File: src/rtl/car_pkg.sv
// rtl/car_pkg.sv - shared mode and route encodings for the drive controller and motor block
package car_pkg;

  typedef enum logic [4:0] {
    IDLE         = 5'd0,
    START        = 5'd1,
    COUNT        = 5'd2,
    STRAIGHT     = 5'd3,
    CHOOSE       = 5'd4,
    LEFT         = 5'd5,
    RIGHT        = 5'd6,
    BACK         = 5'd7,
    LITTLE_LEFT  = 5'd8,
    LITTLE_RIGHT = 5'd9,
    STOP         = 5'd30,
    ERROR        = 5'd31
  } mode_e;

  typedef enum logic [1:0] {
    ROUTE_STRAIGHT = 2'b00,
    ROUTE_LEFT     = 2'b01,
    ROUTE_RIGHT    = 2'b10,
    ROUTE_BACK     = 2'b11
  } route_e;

  function automatic mode_e route_to_mode(input route_e code);
    mode_e m;
    case (code)
      ROUTE_LEFT:  m = LEFT;
      ROUTE_RIGHT: m = RIGHT;
      ROUTE_BACK:  m = BACK;
      default:     m = STRAIGHT;
    endcase
    return m;
  endfunction

  function automatic int max_int(input int a, input int b);
    return (a > b) ? a : b;
  endfunction

endpackage

File: src/rtl/track_controller_if.sv
// rtl/track_controller_if.sv - sensor/start/route inputs and mode outputs of the drive controller
interface track_controller_if #(
  parameter int ROUTE_LEN = 8
);
  localparam int STEP_W = $clog2(ROUTE_LEN + 1);

  logic                   start;
  logic [2:0]             sensor;
  logic [2*ROUTE_LEN-1:0] route;
  logic [4:0]             mode;
  logic [4:0]             lastMode;
  logic [STEP_W-1:0]      step_idx;
  logic                   done;
  logic                   err;

  modport master (
    output start, sensor, route,
    input  mode, lastMode, step_idx, done, err
  );

  modport slave (
    input  start, sensor, route,
    output mode, lastMode, step_idx, done, err
  );

endinterface

File: src/rtl/sensor_debounce.sv
// rtl/sensor_debounce.sv - accepts a raw vector once it has been stable for DEBOUNCE samples
module sensor_debounce #(
  parameter int WIDTH    = 3,
  parameter int DEBOUNCE = 1000
) (
  input  logic             clk,
  input  logic             rst,
  input  logic [WIDTH-1:0] raw,
  output logic [WIDTH-1:0] filt
);
  localparam int CW = $clog2(DEBOUNCE + 1);
  localparam logic [CW-1:0] CNT_SAT = CW'(DEBOUNCE);

  logic [WIDTH-1:0] cand_q, cand_d;
  logic [CW-1:0]    cnt_q, cnt_d;
  logic [WIDTH-1:0] filt_q, filt_d;

  // cnt is the length of the current run of identical samples, saturating at DEBOUNCE
  always_comb begin
    cand_d = raw;
    filt_d = filt_q;
    if (raw == cand_q) begin
      cnt_d = (cnt_q == CNT_SAT) ? cnt_q : cnt_q + CW'(1);
    end else begin
      cnt_d = CW'(1);
    end
    if (cnt_d == CNT_SAT) begin
      filt_d = raw;
    end
  end

  always_ff @(posedge clk) begin
    if (rst) begin
      cand_q <= '0;
      cnt_q  <= '0;
      filt_q <= '0;
    end else begin
      cand_q <= cand_d;
      cnt_q  <= cnt_d;
      filt_q <= filt_d;
    end
  end

  assign filt = filt_q;

endmodule

File: src/rtl/track_controller.sv
// rtl/track_controller.sv - countdown, line following, route-driven turns and line-loss sequencing
module track_controller
  import car_pkg::*;
#(
  parameter int CLK_HZ          = 100_000_000,
  parameter int DEBOUNCE        = 1_000,
  parameter int COUNT_CYCLES    = 300_000_000,
  parameter int CHOOSE_CYCLES   = 20_000_000,
  parameter int TURN_MIN_CYCLES = 30_000_000,
  parameter int LOST_CYCLES     = 200_000_000,
  parameter int ROUTE_LEN       = 8
) (
  input logic               clk,
  input logic               rst,
  track_controller_if.slave bus
);
  localparam int STEP_W = $clog2(ROUTE_LEN + 1);
  localparam int T_MAX  = max_int(max_int(COUNT_CYCLES, CHOOSE_CYCLES), LOST_CYCLES);
  localparam int TW     = $clog2(T_MAX + 1);
  localparam int LW     = $clog2(LOST_CYCLES + 1);

  localparam logic [TW-1:0]     T_SAT       = TW'(T_MAX);
  localparam logic [TW-1:0]     COUNT_LAST  = TW'(COUNT_CYCLES - 1);
  localparam logic [TW-1:0]     CHOOSE_LAST = TW'(CHOOSE_CYCLES - 1);
  localparam logic [TW-1:0]     TURN_MIN    = TW'(TURN_MIN_CYCLES);
  localparam logic [TW-1:0]     TURN_LOST   = TW'(LOST_CYCLES);
  localparam logic [LW-1:0]     LOST_LIM    = LW'(LOST_CYCLES);
  localparam logic [STEP_W-1:0] ROUTE_END   = STEP_W'(ROUTE_LEN);

  if (CLK_HZ < 1 || DEBOUNCE < 1 || COUNT_CYCLES < 1 || CHOOSE_CYCLES < 1 ||
      TURN_MIN_CYCLES < 1 || LOST_CYCLES <= TURN_MIN_CYCLES || ROUTE_LEN < 1) begin : g_param_check
    $error("track_controller: illegal parameter set");
  end

  logic [2:0] s;

  sensor_debounce #(
    .WIDTH    (3),
    .DEBOUNCE (DEBOUNCE)
  ) u_debounce (
    .clk  (clk),
    .rst  (rst),
    .raw  (bus.sensor),
    .filt (s)
  );

  mode_e             mode_q, mode_d;
  mode_e             last_q, last_d;
  logic [STEP_W-1:0] step_q, step_d;
  logic [TW-1:0]     timer_q, timer_d, timer_inc;
  logic [LW-1:0]     lost_q, lost_d, lost_inc;
  logic              armed_q, armed_d;
  logic              done_q, done_d;
  logic              err_q, err_d;
  route_e            route_code;

  always_comb begin
    route_code = ROUTE_STRAIGHT;
    for (int k = 0; k < ROUTE_LEN; k++) begin
      if (step_q == STEP_W'(k)) begin
        route_code = route_e'(bus.route[2*k +: 2]);
      end
    end
  end

  always_comb begin
    mode_d    = mode_q;
    last_d    = last_q;
    step_d    = step_q;
    timer_d   = timer_q;
    lost_d    = '0;
    armed_d   = armed_q;
    timer_inc = (timer_q == T_SAT) ? timer_q : timer_q + TW'(1);
    lost_inc  = (lost_q == LOST_LIM) ? lost_q : lost_q + LW'(1);

    case (mode_q)
      IDLE: begin
        if (bus.start) mode_d = START;
      end
      START: begin
        mode_d  = COUNT;
        timer_d = '0;
      end
      COUNT: begin
        if (timer_q == COUNT_LAST) begin
          mode_d  = STRAIGHT;
          timer_d = '0;
        end else begin
          timer_d = timer_inc;
        end
      end
      STRAIGHT, LITTLE_LEFT, LITTLE_RIGHT: begin
        timer_d = '0;
        lost_d  = (s == 3'b000) ? lost_inc : '0;
        if (s != 3'b111) armed_d = 1'b1;
        case (s)
          3'b010:         mode_d = STRAIGHT;
          3'b100, 3'b110: mode_d = LITTLE_LEFT;
          3'b001, 3'b011: mode_d = LITTLE_RIGHT;
          3'b111: begin
            // armed keeps one long crossing from being counted twice
            if (armed_q) begin
              mode_d  = CHOOSE;
              armed_d = 1'b0;
            end
          end
          3'b000: begin
            if (lost_inc == LOST_LIM) mode_d = ERROR;
          end
          default: ;
        endcase
      end
      CHOOSE: begin
        if (timer_q == CHOOSE_LAST) begin
          timer_d = '0;
          if (step_q == ROUTE_END) begin
            mode_d = STOP;
          end else begin
            mode_d = route_to_mode(route_code);
            step_d = step_q + STEP_W'(1);
          end
        end else begin
          timer_d = timer_inc;
        end
      end
      LEFT, RIGHT, BACK: begin
        timer_d = timer_inc;
        // the middle sensor is ignored until the blind turn time has passed
        if (timer_q >= TURN_MIN && s[1]) begin
          mode_d  = STRAIGHT;
          timer_d = '0;
        end else if (timer_inc == TURN_LOST) begin
          mode_d = ERROR;
        end
      end
      STOP, ERROR: begin
        if (bus.start) begin
          mode_d  = IDLE;
          step_d  = '0;
          timer_d = '0;
          armed_d = 1'b1;
        end
      end
      default: begin
        mode_d = ERROR;
      end
    endcase

    if (mode_d != mode_q) last_d = mode_q;
    done_d = (mode_d == STOP);
    err_d  = (mode_d == ERROR);
  end

  always_ff @(posedge clk) begin
    if (rst) begin
      mode_q  <= IDLE;
      last_q  <= IDLE;
      step_q  <= '0;
      timer_q <= '0;
      lost_q  <= '0;
      armed_q <= 1'b1;
      done_q  <= 1'b0;
      err_q   <= 1'b0;
    end else begin
      mode_q  <= mode_d;
      last_q  <= last_d;
      step_q  <= step_d;
      timer_q <= timer_d;
      lost_q  <= lost_d;
      armed_q <= armed_d;
      done_q  <= done_d;
      err_q   <= err_d;
    end
  end

  assign bus.mode     = mode_q;
  assign bus.lastMode = last_q;
  assign bus.step_idx = step_q;
  assign bus.done     = done_q;
  assign bus.err      = err_q;

endmodule

File: src/flat_wrapper.sv
// flat-port wrapper written by rule: the top's interface ports become plain ports
module track_controller_flat import car_pkg::*;
#(
  parameter int CLK_HZ          = 100_000_000,
  parameter int DEBOUNCE        = 1_000,
  parameter int COUNT_CYCLES    = 300_000_000,
  parameter int CHOOSE_CYCLES   = 20_000_000,
  parameter int TURN_MIN_CYCLES = 30_000_000,
  parameter int LOST_CYCLES     = 200_000_000,
  parameter int ROUTE_LEN       = 8
)
  (clk, rst, bus_start, bus_sensor, bus_route, bus_mode, bus_lastMode, bus_step_idx, bus_done, bus_err);
  track_controller_if #(.ROUTE_LEN(ROUTE_LEN)) bus_i ();
  input logic clk;
  input logic rst;
  input wire logic [$bits(bus_i.start)-1:0] bus_start;
  input wire logic [$bits(bus_i.sensor)-1:0] bus_sensor;
  input wire logic [$bits(bus_i.route)-1:0] bus_route;
  output wire logic [$bits(bus_i.mode)-1:0] bus_mode;
  output wire logic [$bits(bus_i.lastMode)-1:0] bus_lastMode;
  output wire logic [$bits(bus_i.step_idx)-1:0] bus_step_idx;
  output wire logic [$bits(bus_i.done)-1:0] bus_done;
  output wire logic [$bits(bus_i.err)-1:0] bus_err;
  assign bus_i.start = bus_start;
  assign bus_i.sensor = bus_sensor;
  assign bus_i.route = bus_route;
  assign bus_mode = bus_i.mode;
  assign bus_lastMode = bus_i.lastMode;
  assign bus_step_idx = bus_i.step_idx;
  assign bus_done = bus_i.done;
  assign bus_err = bus_i.err;
  track_controller #(.CLK_HZ(CLK_HZ), .DEBOUNCE(DEBOUNCE), .COUNT_CYCLES(COUNT_CYCLES), .CHOOSE_CYCLES(CHOOSE_CYCLES), .TURN_MIN_CYCLES(TURN_MIN_CYCLES), .LOST_CYCLES(LOST_CYCLES), .ROUTE_LEN(ROUTE_LEN)) u_core (.clk(clk), .rst(rst), .bus(bus_i));
endmodule
File: config.mk
export PLATFORM = sky130hd
export DESIGN_NAME = track_controller_flat
export DESIGN_NICKNAME = d
export VERILOG_FILES = /design/src/rtl/car_pkg.sv /design/src/rtl/track_controller_if.sv /design/src/rtl/sensor_debounce.sv /design/src/rtl/track_controller.sv /design/src/flat_wrapper.sv
export SDC_FILE = /design/constraint.sdc
export NUM_CORES = 1
export LEC_CHECK = 0
export BUFFER_PORTS_ARGS = -buffer_cell sky130_fd_sc_hd__buf_2
export CORE_ASPECT_RATIO = 1.1
export CORE_UTILIZATION = 55
export DETAILED_ROUTE_END_ITERATION = 8
export PLACE_DENSITY = 0.73
export REMOVE_ABC_BUFFERS = 1
export SETUP_SLACK_MARGIN = 0.05
export SLEW_MARGIN = 20
export SYNTH_ARGS = -nofsm -noshare
export SYNTH_HDL_FRONTEND = slang
export SYNTH_HIERARCHICAL = 1
export SYNTH_SLANG_ARGS = --single-unit
File: constraint.sdc
create_clock -name clk -period 8.9 [get_ports clk]
set_input_delay 1.78 -clock clk [delete_from_list [all_inputs] [get_ports clk]]
set_output_delay 1.78 -clock clk [all_outputs]
set_load 0.005 [all_outputs]
==> qor.yml <==
status: "complete, no violations"
hold_buffers: 0
worstSetupStartpointType: "flop"
drtPass1Iterations: 6
use_met3_pct: 4.72
wl_mm: 15.3
cts_sinks: 90
slew_viol_final: 0
r2r_start: "u_core/lost_q[0]$_SDFF_PP0_"
setup_tns_ns: 0
synth_top_cell_by_area: "dfxtp_1"
setup_viol: 0
crit_type: "reg2reg"
rsz0062_at_grt: "false"
avgSynthCellArea_um2: 7.85
die-width_um: 105
fin_skew_ns: 0.00778
p_comb_share_pct: 8.5
synthTopCellsByArea: "dfxtp_1 28%, nor2_1 5.5%, a21oi_1 4.1%"
gp_congestion: 0.922
antenna_cells: 0
clk_latency_ns: 0.34
powerDensity_nw_per_um2: 130
finalInstanceArea_um2: 6780
tightest_slew_ns: 0.906
synth_area_um2: 6440
fmax_ghz: 0.226
cts_made_buffers: 9
cts.path.max_buffers: 2
dieArea_um2: 12100
fin_crit_sh_pct: 49.7
synth_edf_count: 0
clockRootBuffer: "clkbuf_16"
placed_cell_area_um2: 6460
num-nets-final: 848
seq_power_share_pct: 47.0
final.min_clock_period_ns: 4.42
antenna_left: 0
tritoncts: "built"
power.internal_w: 0.000677
cts.htree.levels: 3
grtUsageTotal_pct: 25.3
min-delay-path-class: "reg2reg"
syn_inst: 820
crit_start: "u_core/lost_q[0]$_SDFF_PP0_"
grt_pass1_vias: 5350
pwr-share-clk_pct: 44.5
hpwlAfterDp_mm: 10.8
p_leak_nw: 2.25
switching_share_pct: 23.1
ios: 38
synthArstFlopShare_pct: 0
ir_drop_mv: 0.0949
grt_util_met1_pct: 31.6
min_from: "u_core/bus.lastMode[1]$_SDFFE_PP0P_"
cp.required_ns: 9.16
fp.coreArea_um2: 11400
antenna_found_initial: 0
cts_resized: 0
fp.dieH_um: 115
drc: 0
num_vias: 6049
post_cts_buffers: 0
portBuffers: 37
busiest_layer: "met2"
grt-ovfl-total: 0
post_drt_via_cell_ratio: 6.24
post_drt_wl_per_cell_um: 15.8
maxCapViolCount: 0
maxSlewHeadroom_pct: 39.0
multi_input_area_um2: 4190
ys_ff_latch: 90
clk_pin_slew_ns: 0.06
cp.arrival_ns: 4.69
cp-end-kind: "flop"
yosys_warnings: 6
crit_path_max_fanout: 11
yosysSeqAreaShare_pct: 28.0
synthTopCellsByCount: "94 x nor2_1, 90 x dfxtp_1, 53 x a21oi_1, 48 x nand2_1, 42 x o21ai_0"
utilization_pct: 59.3
final_layout_size_suffix_gt1_share_pct: 13.5
seq_area_um2: 1800
grt_pass1_wl_mm: 25.2
yosysTopAreaCellShare_pct: 28.0
ys_types: 94
drt_iter0_markers: 552
grt_max_degree: 60
start_util_pct: 56.3
rows: 41
synth.most_common_cell: "nor2_1"
fillers: 1067
synth_flop_cell: "dfxtp_1"
finalHoldViolCount: 0
p_sw_w: 0.000204
grt_use_met2_pct: 43.0
area_growth_pct: 5.32
-- layer usage --
layer | part of all wire, % | routed length [µm] | vias up
met3 | 5.3 | 810 | 32
met4 | 2.6 | 397 | 0
met2 | 48 | 7420 | 195
li1 | - | - | 2970
met1 | 44 | 6700 | 2852
met5 | 0 | 0 | -
-- worst max-delay path, stage by stage, from the launching register on --
cell and delay, ns:
dfxtp_1 0.54, ha_1 0.52, xor2_1 0.12, or4b_1 0.51, a2111oi_0 0.63, nand4_1 0.22, nor4_2 0.37, nand4b_1 0.23
o211a_4 0.24, mux2i_4 0.20, nor4_4 0.52, mux2i_1 0.24
-- cell type report --
type                       instances  share of cell area [%]
clock buffer                      13                    3.99
clock inverter                     3                   0.683
inverter                          20                    1.11
multi-input combinational        654                    61.8
sequential                        90                    26.6
tap                              150                    2.77
timing repair buffer              40                    3.06
-- power by group through the flow --
| stage | sequential (W) | combinational, W | clock, W |
|---|---|---|---|
| after CTS | 0.000414 | 0.0000748 | 0.000402 |
| after floorplan | 0.000421 | 0.0000495 | 0 |
| final | 0.000414 | 0.0000749 | 0.000393 |
| after global routing | 0.000415 | 0.0000843 | 0.000416 |
| after global placement | 0.000423 | 0.0000725 | 0 |
| after detailed placement | 0.000423 | 0.0000742 | 0 |
-- cell families after synthesis --
group	after synthesis	share of synthesized area [%]
AND/OR/NAND/NOR	401	35.9
XOR/XNOR	48	6.53
adder cells (fa/ha/maj)	11	2.14
flip-flops	90	28.0
buffers and inverters	76	6.96
AO/OA/AOI/OAI	180	18.1
multiplexers	14	2.43
-- placed cells by master, fill, tap and decap left out, types with 15 or more instances in the layout --
cell type,instances
nor2b_1,22
xor2_1,26
inv_1,20
nand2_1,48
buf_2,37
xnor2_1,22
a21oi_1,53
nand3_1,38
o21ai_0,42
nor3_1,30
nor4_1,21
nor2_1,94
nand2b_1,15
nand4_1,23
dfxtp_1,90
-- flip-flops by register name, indices dropped and copies added, names as in the netlist --
register	cells
u_core/timer_q	29
u_core/u_debounce/cnt_q	10
u_core/bus.err	1
u_core/bus.done	1
u_core/u_debounce/filt	3
u_core/bus.lastMode	5
u_core/armed_q	1
u_core/bus.mode	5
u_core/bus.step_idx	4
u_core/u_debounce/cand_q	3
u_core/lost_q	28
-- path summary, 6_finish.rpt --
kind	cells after the start	slack, ns	end
setup / recovery	11	4.48	u_core/bus.lastMode[4]$_SDFFE_PP0P_
hold / removal	2	0.48	u_core/bus.lastMode[1]$_SDFFE_PP0P_
setup reg to reg	11	4.48	u_core/bus.lastMode[4]$_SDFFE_PP0P_
hold reg to reg	2	0.48	u_core/bus.lastMode[1]$_SDFFE_PP0P_
-- through the flow --
| stage | setup WS [ns] | hold slack, ns | std cells | power, W |
|---|---|---|---|---|
| after floorplan | 4.47 | 0.468 | 764 | 0.000470 |
| after global placement | 4.53 | 0.463 | 954 | 0.000495 |
| after detailed placement | 4.45 | 0.476 | 954 | 0.000497 |
| after CTS | 4.58 | 0.486 | 970 | 0.000890 |
| after global routing | 4.30 | 0.508 | 970 | 0.000915 |
| final | 4.48 | 0.482 | 970 | 0.000881 |
(Power assumes the default switching activity.)
